File: config.mk
export PLATFORM = sky130hd
export DESIGN_NAME = seven_segment_scan
export DESIGN_NICKNAME = d
export VERILOG_FILES = /design/src/rtl/seven_segment_scan.sv
export SDC_FILE = /design/constraint.sdc
export NUM_CORES = 1
export LEC_CHECK = 0
export ABC_AREA = 1
export CORE_ASPECT_RATIO = 1.1
export CORE_MARGIN = 2
export CORE_UTILIZATION = 59
export DETAILED_ROUTE_END_ITERATION = 6
export PLACE_DENSITY = 0.84
export SYNTH_ARGS = -nofsm -noshare
export SYNTH_HDL_FRONTEND = slang
export SYNTH_SLANG_ARGS = --single-unit
File: constraint.sdc
create_clock -name clk -period 3.4 [get_ports clk]
set_input_delay 0.68 -clock clk [delete_from_list [all_inputs] [get_ports clk]]
set_output_delay 0.68 -clock clk [all_outputs]
set_load 0.02 [all_outputs]
File: src/rtl/seven_segment_scan.sv
// seven_segment_scan: time-multiplexed common-anode 7-segment driver with hex glyphs,
// per-digit decimal points, leading-zero suppression and blanking.
module seven_segment_scan #(
    parameter int DIGITS   = 4,
    parameter int CLK_DIV  = 50000,
    parameter int HEX_MODE = 0
) (
    input  logic                  clk,
    input  logic                  rst_n,
    input  logic [4*DIGITS-1:0]   value,
    input  logic [DIGITS-1:0]     dp,
    input  logic                  load,
    input  logic                  blank,
    input  logic                  lz_suppress,
    output logic [6:0]            seg_n,
    output logic                  dp_n,
    output logic [DIGITS-1:0]     an_n,
    output logic                  frame_start
);
    localparam int PW = $clog2(CLK_DIV);
    localparam int IW = DIGITS > 1 ? $clog2(DIGITS) : 1;

    logic [PW-1:0]       cnt;
    logic [IW-1:0]       idx, nidx;
    logic [4*DIGITS-1:0] sval;
    logic [DIGITS-1:0]   sdp;
    logic [DIGITS:0]     lz;
    logic [3:0]          nib;
    logic                tick, sup;

    function automatic logic [6:0] glyph(input logic [3:0] n);
        case (n)
            4'h0: glyph = 7'h40;
            4'h1: glyph = 7'h79;
            4'h2: glyph = 7'h24;
            4'h3: glyph = 7'h30;
            4'h4: glyph = 7'h19;
            4'h5: glyph = 7'h12;
            4'h6: glyph = 7'h02;
            4'h7: glyph = 7'h78;
            4'h8: glyph = 7'h00;
            4'h9: glyph = 7'h10;
            4'hA: glyph = HEX_MODE != 0 ? 7'h08 : 7'h3F;
            4'hB: glyph = HEX_MODE != 0 ? 7'h03 : 7'h3F;
            4'hC: glyph = HEX_MODE != 0 ? 7'h46 : 7'h3F;
            4'hD: glyph = HEX_MODE != 0 ? 7'h21 : 7'h3F;
            4'hE: glyph = HEX_MODE != 0 ? 7'h06 : 7'h3F;
            default: glyph = HEX_MODE != 0 ? 7'h0E : 7'h3F;
        endcase
    endfunction

    // lz[i] = nibbles DIGITS-1..i of the shadow are all zero
    always_comb begin
        lz[DIGITS] = 1'b1;
        for (int i = DIGITS - 1; i >= 0; i--)
            lz[i] = lz[i+1] && (sval[4*i +: 4] == 4'h0);
    end

    assign tick = cnt == PW'(CLK_DIV - 1);
    assign nidx = idx == IW'(DIGITS - 1) ? '0 : idx + IW'(1);
    assign nib  = sval[{nidx, 2'b00} +: 4];
    assign sup  = lz_suppress && nidx != '0 && lz[nidx];

    always_ff @(posedge clk or negedge rst_n) begin
        if (!rst_n) begin
            cnt         <= '0;
            idx         <= IW'(DIGITS - 1);
            sval        <= '0;
            sdp         <= '0;
            seg_n       <= 7'h7F;
            dp_n        <= 1'b1;
            an_n        <= '1;
            frame_start <= 1'b0;
        end else begin
            cnt         <= tick ? '0 : cnt + PW'(1);
            frame_start <= tick && nidx == '0;
            if (load) begin
                sval <= value;
                sdp  <= dp;
            end
            if (tick)
                idx <= nidx;
            // blank acts on every edge; lit digits only ever change on a tick
            if (blank || (tick && sup)) begin
                seg_n <= 7'h7F;
                dp_n  <= 1'b1;
                an_n  <= '1;
            end else if (tick) begin
                seg_n <= glyph(nib);
                dp_n  <= ~sdp[nidx];
                an_n  <= ~(DIGITS'(1) << nidx);
            end
        end
    end
endmodule

==> load_flow_metrics.sql, run 1 <==
INSERT INTO impl_metrics (metric_group, metric, value, unit) VALUES
('clocking', 'clk_path_buf_depth', '2', ''),
('power', 'power.leakage', '0.00154', 'uW'),
('logic_synthesis', 'synth_adder_area_share', '4.49', '%'),
('placed_design', 'detailed_place.area', '0.00317', 'mm^2'),
('routing', 'drt_drc_violations_left', '0', ''),
('clocking', 'cts.sink_count', '51', ''),
('placed_design', 'detailed_place_hpwl', '4050', 'um'),
('timing', 'maxSlewHeadroom', '33.4', '%'),
('logic_synthesis', 'synthesis.nets', '358', ''),
('die', 'initial_utilization', '60.7', '%'),
('timing', 'hold-worst-slack', '489', 'ps'),
('timing', 'layout_worst_path_cycle_share', '69.7', '%'),
('die', 'core', '0.00459', 'mm^2'),
('global_routing', 'grt_start_max_net_pins', '49', ''),
('routing', 'drt_wl_total', '5200', 'um'),
('critical_path', 'end_kind', 'register', ''),
('die', 'dieHeight', '76.1', 'um'),
('global_routing', 'grt_pass1_vias', '2087', ''),
('critical_path', 'crit_path_top_delay_cell', 'sky130_fd_sc_hd__dfstp_2', ''),
('layout', 'fraction_of_final_layout_cells_sized_beyond_drive_strength_1', '20.2', '%'),
('clocking', 'clockRootBuffer', 'sky130_fd_sc_hd__clkbuf_8', ''),
('logic_synthesis', 'yosys_warnings', '0', ''),
('timing', 'final_period_minus_worst_setup_slack', '2370', 'ps'),
('logic_synthesis', 'syn-cell-area', '0.00279', 'mm^2'),
('critical_path', 'timing.critical_path.arrival', '2590', 'ps'),
('layout', 'fin_area', '0.00326', 'mm^2'),
('die', 'floorplan.rows', '26', ''),
('critical_path', 'crit_fanout', '10', ''),
('flow_run', 'drv_cap', '0', ''),
('power', 'ir_worst_vdd', '0.245', 'mV'),
('placed_design', 'gp_congestion', '0.888', ''),
('timing', 'number_of_endpoints_failing_setup_at_the_final_stage', '0', ''),
('logic_synthesis', 'synth_top_family_by_area', 'simple AND/OR/NAND/NOR gates', ''),
('timing', 'grt_setup_unrepaired', 'false', ''),
('layout', 'finish.net_count', '395', ''),
('routing', 'dr.first_iter.drc_count', '80', ''),
('logic_synthesis', 'synth_xor_xnor_area_share', '1.57', '%'),
('power', 'power-per-cell-area', '340', 'mW/mm^2'),
('routing', 'detailedRoute.firstPassIterationCount', '4', ''),
('clocking', 'clk_transition_reported_paths', '90', 'ps'),
('routing', 'antenna_left', '0', ''),
('logic_synthesis', 'simple_logic_cell_fraction_of_the_synthesized_area', '30.0', '%'),
('global_routing', 'grt_util_all_layers', '21.0', '%'),
('timing', 'setup_total_negative_slack', '0', 'ps'),
('routing', 'wl_per_cell', '12.5', 'um'),
('logic_synthesis', 'synthesis.area_per_instance', '8.63', 'um^2'),
('logic_synthesis', 'syn_inst', '323', ''),
('routing', 'routed-via-count', '2172', ''),
('layout', 'antenna_cells_inserted', '0', ''),
('timing', 'slew_violations', '0', ''),
('critical_path', 'worst_setup_path_start_kind', 'register', ''),
('clocking', 'postCtsHoldBufs', '0', ''),
('global_routing', 'grt_antenna_before_repair', '0', ''),
('global_routing', 'grt-ovfl-total', '0', ''),
('die', 'die_w', '69.5', 'um'),
('layout', 'nFillCells', '351', ''),
('clocking', 'postCtsSetupRepairBufs', '0', ''),
('timing', 'max_freq', '422', 'MHz'),
('outcome', 'run_status', 'finished clean', ''),
('layout', 'area_of_the_multi_input_gates', '0.00127', 'mm^2'),
('layout', 'layout-area-overhead-vs-synth', '16.8', '%'),
('timing', 'final.setup_skew', '6.10', 'ps'),
('die', 'die-area', '0.00529', 'mm^2'),
('layout', 'mostFrequentLayoutCells', '75 x sky130_fd_sc_hd__nand2_1, 37 x sky130_fd_sc_hd__dfrtp_1, 36 x sky130_fd_sc_hd__inv_1, 36 x sky130_fd_sc_hd__clkdlybuf4s50_1, 29 x sky130_fd_sc_hd__nor2_1', ''),
('logic_synthesis', 'yosys.area.top_type', 'sky130_fd_sc_hd__dfrtp_1', ''),
('critical_path', 'critical_path_class', 'register to register', ''),
('timing', 'max_slew.worst_pin.slew', '999', 'ps'),
('logic_synthesis', 'synth-seq-cells', '51', ''),
('clocking', 'post_cts_resized', '0', ''),
('global_routing', 'grt_first_pass_wirelength', '9080', 'um'),
('timing', 'hold_viol', '0', '');
==> final cells by class <==
class                   count  share of cell area, %
repair buffers             38                   11.5
clock buffers               5                   2.11
well taps                  56                   2.15
multi-input cells         222                   38.9
clock inverters             3                  0.461
inverters                  42                   5.15
flip-flops and latches     51                   39.7
==> state kept, by name, indices dropped and copies added, names as in the netlist <==
signal and count:
idx 2, sval 16, cnt 16, dp_n 1
seg_n 7, sdp 4, frame_start 1, an_n 4
==> cells in the mapped netlist (all sizes together) <==
master	n
a21oi	6
nor2	36
nand3b	2
buf	7
nand4	2
inv	41
or2	8
dfrtp	37
o21ai	16
clkbuf	1
a31oi	2
nor3	5
dfstp	14
clkinv	1
ha	10
xor2	5
nand2	82
mux2	12
nand3	36
==> through the flow <==
stage	power [uW]	setup slack (ps)	instances	util [%]
6_report	1110	1030	417	71.0
5_1_grt	1160	771	417	71.0
4_1_cts	1120	1030	417	71.0
3_5_place_dp	783	1050	409	69.1
3_3_place_gp	779	1110	409	69.1
2_1_floorplan	724	1240	323	-
==> cell families after synthesis <==
| logic type | Yosys count |
|---|---|
| buffers and inverters | 50 |
| and+or+nand+nor | 171 |
| DFF | 51 |
| muxes | 12 |
| adders and majority gates | 10 |
| xor gates and xnor gates | 5 |
| AOI/OAI and AO/OA | 24 |
==> power by group <==
| part | internal [uW] | switching [uW] | leakage, uW |
|---|---|---|---|
| clock network | 141 | 196 | 0.0000477 |
| logic | 59.8 | 64.0 | 0.000889 |
| registers | 630 | 16.3 | 0.000607 |
==> per-layer routing <==
layer / track usage, % / up-vias / wire [um]
met3: 3.84 / 6 / 181
li1: - / 1093 / -
met4: 5.49 / 0 / 46
met2: 38.1 / 44 / 2730
met1: 25.7 / 1029 / 2240
met5: 0 / - / 0
==> worst paths after layout <==
path,from,to,slack (ps),depth (start not counted)
hold reg to reg,cnt[0]$_DFF_PN0_,cnt[0]$_DFF_PN0_,490,1
setup / recovery,idx[0]$_DFFE_PN1N_,seg_n[5]$_DFFE_PN1P_,1030,12
setup reg to reg,idx[0]$_DFFE_PN1N_,seg_n[5]$_DFFE_PN1P_,1030,12
max in group asynchronous,rst_n,seg_n[3]$_DFFE_PN1P_,2130,2
hold / removal,cnt[0]$_DFF_PN0_,cnt[0]$_DFF_PN0_,490,1
min in group asynchronous,rst_n,cnt[15]$_DFF_PN0_,530,1
Power figures use the tool's default switching activity.
==> run 2: changes to the inputs <==
--- a/config.mk
+++ b/config.mk
@@ -8,9 +8,9 @@
 export ABC_AREA = 1
 export CORE_ASPECT_RATIO = 1.1
 export CORE_MARGIN = 2
-export CORE_UTILIZATION = 59
+export CORE_UTILIZATION = 55
 export DETAILED_ROUTE_END_ITERATION = 6
-export PLACE_DENSITY = 0.84
+export PLACE_DENSITY = 0.79
 export SYNTH_ARGS = -nofsm -noshare
 export SYNTH_HDL_FRONTEND = slang
 export SYNTH_SLANG_ARGS = --single-unit
==> constraint.sdc (replaced) <==
create_clock -name clk -period 2.3 [get_ports clk]
set_input_delay 0.46 -clock clk [delete_from_list [all_inputs] [get_ports clk]]
set_output_delay 0.46 -clock clk [all_outputs]
set_load 0.02 [all_outputs]
==> load_flow_metrics.sql, run 2 (synthesis gave the netlist of run 1 again) <==
INSERT INTO impl_metrics (metric_group, metric, value, unit) VALUES
('critical_path', 'cp_cell_sequence', 'buf_4, ha_1, inv_1, nand2_4, nand2_1, nand3_1, nand2_2, ha_1, nand3_1, nand3_1, nand3_1, nand2_1, nand2_1', ''),
('layout', 'layout-area-overhead-vs-synth', '19.1', '%'),
('layout', 'finish.net_count', '400', ''),
('routing', 'antenna_left', '0', ''),
('die', 'num_io_pins', '38', ''),
('layout', 'antenna_cells_inserted', '0', ''),
('timing', 'slew_violations', '0', ''),
('timing', 'max_slew.worst_pin.slew', '449', 'ps'),
('layout', 'reg_top3', 'cnt x16, sval x16, seg_n x7', ''),
('critical_path', 'worst_path_most_repeated_cell', 'sky130_fd_sc_hd__nand3_1', ''),
('timing', 'hold_viol', '0', ''),
('clocking', 'clk_latency', '300', 'ps'),
('critical_path', 'end_kind', 'register', ''),
('placed_design', 'detailed_place_hpwl', '4290', 'um'),
('critical_path', 'critPathRequiredTime', '2550', 'ps'),
('power', 'power-per-cell-area', '516', 'mW/mm^2'),
('die', 'core', '0.00493', 'mm^2'),
('timing', 'maxSlewHeadroom', '70.0', '%'),
('global_routing', 'grt-ovfl-total', '0', ''),
('layout', 'nFillCells', '410', ''),
('critical_path', 'worst_setup_path_start_kind', 'register', ''),
('critical_path', 'crit_fanout', '9', ''),
('hold_path', 'hold_class', 'input pin to asynchronous set/reset pin', ''),
('timing', 'final_period_minus_worst_setup_slack', '2140', 'ps'),
('die', 'die_w', '71.9', 'um'),
('placed_design', 'port_buffers', '37', ''),
('routing', 'avgViaCountPerCell', '5.11', ''),
('power', 'power.leakage', '0.00157', 'uW'),
('routing', 'drt_wl_total', '5390', 'um'),
('outcome', 'run_status', 'finished clean', ''),
('placed_design', 'gp_congestion', '0.936', ''),
('flow_run', 'drv_cap', '0', ''),
('timing', 'max_freq', '466', 'MHz'),
('routing', 'routed-via-count', '2165', ''),
('routing', 'drt_drc_violations_left', '0', ''),
('routing', 'dr.first_iter.drc_count', '75', ''),
('layout', 'fin_area', '0.00332', 'mm^2'),
('die', 'initial_utilization', '56.5', '%'),
('critical_path', 'crit_path_max_incr_delay', '580', 'ps'),
('die', 'die-area', '0.00565', 'mm^2'),
('clocking', 'tritoncts', 'built', ''),
('timing', 'layout_worst_path_cycle_share', '93.2', '%'),
('global_routing', 'grt_util_all_layers', '21.1', '%'),
('clocking', 'numCtsBuffers', '5', ''),
('routing', 'detailedRoute.firstPassIterationCount', '4', ''),
('timing', 'number_of_endpoints_failing_setup_at_the_final_stage', '0', ''),
('clocking', 'clockRootBuffer', 'sky130_fd_sc_hd__clkbuf_8', ''),
('critical_path', 'critical_path_class', 'register to register', ''),
('global_routing', 'grt_first_pass_wirelength', '9400', 'um'),
('layout', 'fraction_of_final_layout_cells_sized_beyond_drive_strength_1', '21.6', '%'),
('critical_path', 'timing.critical_path.arrival', '2400', 'ps'),
('critical_path', 'register_to_register_path_setup_slack', '160', 'ps'),
('clocking', 'clk_transition_reported_paths', '100', 'ps'),
('layout', 'layout_commonest_cell', 'sky130_fd_sc_hd__nand2_1', ''),
('global_routing', 'grt_pass1_vias', '2106', ''),
('die', 'dieHeight', '78.7', 'um'),
('placed_design', 'detailed_place.area', '0.00321', 'mm^2'),
('global_routing', 'grt_antenna_before_repair', '0', ''),
('power', 'ir_worst_vdd', '0.368', 'mV'),
('power', 'sum_of_internal_switching_and_leakage_power', '1710', 'uW'),
('clocking', 'cts.sink_count', '51', ''),
('clocking', 'h_tree_levels', '2', ''),
('layout', 'final_util', '67.3', '%'),
('critical_path', 'crit_path_top_delay_cell', 'sky130_fd_sc_hd__dfstp_2', ''),
('die', 'floorplan.rows', '27', ''),
('layout', 'mostFrequentLayoutCells', '74 x sky130_fd_sc_hd__nand2_1, 37 x sky130_fd_sc_hd__dfrtp_1, 36 x sky130_fd_sc_hd__inv_1, 36 x sky130_fd_sc_hd__clkdlybuf4s50_1, 29 x sky130_fd_sc_hd__nor2_1', ''),
('timing', 'setup_total_negative_slack', '0', 'ps'),
('routing', 'wl_per_cell', '12.7', 'um'),
('global_routing', 'grt_start_max_net_pins', '29', ''),
('clocking', 'clk_path_buf_depth', '2', ''),
('timing', 'final.setup_skew', '11.5', 'ps');
## run 2: cell types whose count changed in the layout (fill, tap and decap cells not counted), sizes merged
cell and delta:
clkinv -3, clkbuf +2, buf +5, clkinvlp +1
## run 2: repair_timing
action                                  in CTS  in global routing
endpoints found under the setup margin       0                  4
hold endpoints to repair                     0                  0
hold buffers                                 0                  0
buffers inserted                             0                  0
gates resized for setup                      0                  1
## run 2: per-layer routing
layer	track usage, %	wire (um)	up-vias
li1	-	-	1096
met2	39.0	2910	39
met3	2.82	153	4
met1	25.3	2280	1026
met4	5.66	42	0
met5	0	0	-
## run 2: per-stage QoR
step | hold WS (ps) | std cells | worst slack, ps
floorplan | 164 | 323 | 141
global placement | 431 | 416 | 224
detailed placement | 433 | 416 | 138
CTS | 99.0 | 424 | 116
global route | 115 | 424 | -5.13
finish | 84.5 | 424 | 156
## run 2: critical path, delay by kind of cell, from the launching register on
family / cells / cell delay, ps
AND/OR/NAND/NOR: 9 / 720
flip-flops: 1 / 580
adder cells (fa/ha/maj): 2 / 510
buffers and inverters: 2 / 290
## run 2: area by class of cell
| cell class | instances | area [um^2] | area share [%] |
|---|---|---|---|
| flip-flops and latches | 51 | 1290 | 39.0 |
| multi-input cells | 222 | 1270 | 38.3 |
| repair buffers | 43 | 410 | 12.4 |
| inverters | 42 | 168 | 5.05 |
| clock buffers | 7 | 96.3 | 2.90 |
| well taps | 58 | 72.6 | 2.19 |
| clock inverters | 1 | 7.51 | 0.226 |
## run 2: where the power goes
| part | switching (uW) | internal, uW | total, uW | leakage, uW |
|---|---|---|---|---|
| registers | 23.4 | 931 | 955 | 0.000607 |
| logic | 95.4 | 91.5 | 187 | 0.000914 |
| clock network | 297 | 274 | 571 | 0.0000505 |
## run 2: final timing paths
| check | startpoint | to | cells past startpoint |
|---|---|---|---|
| worst max-delay path | idx[0]$_DFFE_PN1N_ | seg_n[3]$_DFFE_PN1P_ | 13 |
| worst min-delay path | rst_n | cnt[15]$_DFF_PN0_ | 1 |
| worst max register to register | idx[0]$_DFFE_PN1N_ | seg_n[3]$_DFFE_PN1P_ | 13 |
| worst min register to register | cnt[0]$_DFF_PN0_ | cnt[0]$_DFF_PN0_ | 1 |
| max in group asynchronous | rst_n | seg_n[1]$_DFFE_PN1P_ | 2 |
| min in group clk | cnt[0]$_DFF_PN0_ | cnt[0]$_DFF_PN0_ | 1 |
==> run 3: changes to the inputs <==
--- a/config.mk
+++ b/config.mk
@@ -10,6 +10,8 @@
 export CORE_MARGIN = 2
 export CORE_UTILIZATION = 55
 export DETAILED_ROUTE_END_ITERATION = 6
+export GPL_ROUTABILITY_DRIVEN = 0
+export GPL_TIMING_DRIVEN = 0
 export PLACE_DENSITY = 0.79
 export SYNTH_ARGS = -nofsm -noshare
 export SYNTH_HDL_FRONTEND = slang
==> load_flow_metrics.sql, run 3 (synthesis gave the netlist of run 1 again) <==
INSERT INTO impl_metrics (metric_group, metric, value, unit) VALUES
('critical_path', 'cp_cell_sequence', 'buf_6, inv_6, ha_4, buf_8, inv_6, nand3_1, nand2_2, buf_4, ha_1, inv_1, nand2_1, nand3_1, nand3_1, nand2_1, nand2_1', ''),
('routing', 'drt_wl_total', '5640', 'um'),
('critical_path', 'critPathBufInv', '6', ''),
('timing', 'layout_worst_path_cycle_share', '93.6', '%'),
('global_routing', 'grt_pass1_vias', '2187', ''),
('routing', 'detailedRoute.firstPassIterationCount', '4', ''),
('timing', 'max_slew.worst_pin.slew', '523', 'ps'),
('critical_path', 'worst_setup_path_start_kind', 'register', ''),
('hold_path', 'hold_class', 'input pin to asynchronous set/reset pin', ''),
('clocking', 'clk_latency', '310', 'ps'),
('power', 'power.leakage', '0.00163', 'uW'),
('global_routing', 'globalRoute.busiestLayer', 'met2', ''),
('timing', 'max_freq', '465', 'MHz'),
('critical_path', 'crit_family', 'flip-flops', ''),
('clocking', 'clk_path_buf_depth', '2', ''),
('die', 'die-area', '0.00565', 'mm^2'),
('routing', 'wl_per_cell', '13.1', 'um'),
('timing', 'setup_slack', '148', 'ps'),
('layout', 'reg_top3', 'cnt x16, sval x16, seg_n x7', ''),
('critical_path', 'crit_fanout', '8', ''),
('critical_path', 'critical_path_class', 'register to register', ''),
('placed_design', 'detailed_place_hpwl', '4240', 'um'),
('routing', 'drt_drc_violations_left', '0', ''),
('outcome', 'run_status', 'finished clean', ''),
('placed_design', 'placedCellCount', '418', ''),
('flow_run', 'drv_cap', '0', ''),
('global_routing', 'grt.met1_usage', '25.4', '%'),
('power', 'ir_worst_vdd', '0.391', 'mV'),
('global_routing', 'grt_start_max_net_pins', '31', ''),
('layout', 'layout-area-overhead-vs-synth', '23.3', '%'),
('critical_path', 'end_kind', 'register', ''),
('timing', 'final.setup_skew', '11.9', 'ps'),
('routing', 'antenna_left', '0', ''),
('layout', 'finish.net_count', '408', ''),
('die', 'core', '0.00493', 'mm^2'),
('placed_design', 'place_ws', '-77.4', 'ps'),
('clocking', 'cts.sink_count', '51', ''),
('layout', 'layout.cells.non_filler', '432', ''),
('global_routing', 'grt_first_pass_wirelength', '9600', 'um'),
('layout', 'fraction_of_final_layout_cells_sized_beyond_drive_strength_1', '24.1', '%'),
('critical_path', 'crit_path_max_incr_delay', '570', 'ps'),
('die', 'floorplan.rows', '27', ''),
('power', 'power-per-cell-area', '526', 'mW/mm^2'),
('die', 'dieHeight', '78.7', 'um'),
('timing', 'final_period_minus_worst_setup_slack', '2150', 'ps'),
('global_routing', 'grt_met2_usage', '39.8', '%'),
('layout', 'layout_commonest_cell', 'sky130_fd_sc_hd__nand2_1', ''),
('placed_design', 'port_buffers', '36', ''),
('clocking', 'h_tree_levels', '2', ''),
('clocking', 'clk_transition_reported_paths', '100', 'ps'),
('routing', 'avgViaCountPerCell', '5.20', ''),
('global_routing', 'global_routing_met3_resource_utilization', '4.24', '%'),
('clocking', 'clockRootBuffer', 'sky130_fd_sc_hd__clkbuf_8', ''),
('global_routing', 'grt_util_all_layers', '21.7', '%'),
('timing', 'maxSlewHeadroom', '65.1', '%'),
('critical_path', 'timing.critical_path.arrival', '2400', 'ps'),
('clocking', 'numCtsBuffers', '5', ''),
('die', 'die_w', '71.9', 'um'),
('die', 'initial_utilization', '56.5', '%'),
('die', 'num_io_pins', '38', ''),
('critical_path', 'critPathRequiredTime', '2540', 'ps'),
('global_routing', 'grt-ovfl-total', '0', ''),
('layout', 'mostFrequentLayoutCells', '73 x sky130_fd_sc_hd__nand2_1, 37 x sky130_fd_sc_hd__dfrtp_1, 36 x sky130_fd_sc_hd__inv_1, 35 x sky130_fd_sc_hd__clkdlybuf4s50_1, 29 x sky130_fd_sc_hd__nor2_1', ''),
('global_routing', 'grt_antenna_before_repair', '0', ''),
('timing', 'hold_viol', '0', ''),
('critical_path', 'crit_path_top_delay_cell', 'sky130_fd_sc_hd__dfstp_2', ''),
('layout', 'antenna_cells_inserted', '0', ''),
('routing', 'routed-via-count', '2245', ''),
('routing', 'dr.first_iter.drc_count', '71', ''),
('clocking', 'tritoncts', 'built', ''),
('timing', 'slew_violations', '0', ''),
('timing', 'number_of_endpoints_failing_setup_at_the_final_stage', '0', '');
==> run 3: cell types whose count changed in the layout (fill, tap and decap cells not counted), sizes merged <==
cell           delta
buf               +8
bufinv            +1
clkdlybuf4s50     -1
clkinv            +1
clkinvlp          -1
==> run 3: stage by stage <==
| step | utilization, % | power [uW] | hold slack (ps) | setup TNS (ps) | instance area (um^2) |
|---|---|---|---|---|---|
| 2_1_floorplan | - | 1070 | 164 | 0 | 2790 |
| 3_3_place_gp | 65.3 | 1150 | 472 | -25990 | 3220 |
| 3_5_place_dp | 65.6 | 1160 | 464 | -158 | 3230 |
| 4_1_cts | 68.6 | 1810 | 130 | 0 | 3380 |
| 5_1_grt | 69.6 | 1880 | 144 | -15.9 | 3430 |
| 6_report | 69.6 | 1810 | 107 | 0 | 3430 |
==> run 3: worst register-to-register path, delay by kind of cell, from the launching register on <==
kind	cells	cell delay (ps)
flops	1	570
simple gates	7	550
buf+inv	6	530
fa+ha+maj	2	440
==> run 3: final cells by class <==
type | instances | area (um^2)
clock buffer | 6 | 82.6
fill | 399 | 1500
clock inverter | 2 | 35.0
timing repair buffer | 43 | 420
sequential | 51 | 1290
inverter | 42 | 173
buffer | 8 | 67.6
tap | 58 | 72.6
multi-input combinational | 222 | 1290
==> run 3: per-layer routing <==
layer | part of all wire [%] | vias up
li1 | - | 1119
met1 | 42 | 1070
met2 | 53 | 43
met3 | 3.0 | 13
met4 | 1.8 | 0
met5 | 0 | -
==> run 3: worst paths after layout <==
| check | slack, ps | cells past startpoint | startpoint | endpoint |
|---|---|---|---|---|
| max | 150 | 15 | idx[0]$_DFFE_PN1N_ | seg_n[3]$_DFFE_PN1P_ |
| min | 110 | 1 | rst_n | cnt[15]$_DFF_PN0_ |
| max reg2reg | 150 | 15 | idx[0]$_DFFE_PN1N_ | seg_n[3]$_DFFE_PN1P_ |
| min reg2reg | 500 | 1 | cnt[0]$_DFF_PN0_ | cnt[0]$_DFF_PN0_ |
| max in group asynchronous | 1580 | 2 | rst_n | dp_n$_DFFE_PN1P_ |
| min in group clk | 500 | 1 | cnt[0]$_DFF_PN0_ | cnt[0]$_DFF_PN0_ |
==> run 3: power breakdown <==
part / internal, uW / switching (uW) / total [uW]
Clock: 352 / 300 / 653
Sequential: 931 / 24.0 / 955
Combinational: 99.1 / 100 / 200
Total: 1380 / 425 / 1810
==> run 3: what timing repair did <==
action,in CTS,in global routing
pin swaps,2,2
gates resized for setup,4,5
endpoints found under the setup margin,6,7
buffers inserted,3,3
hold buffers,0,0
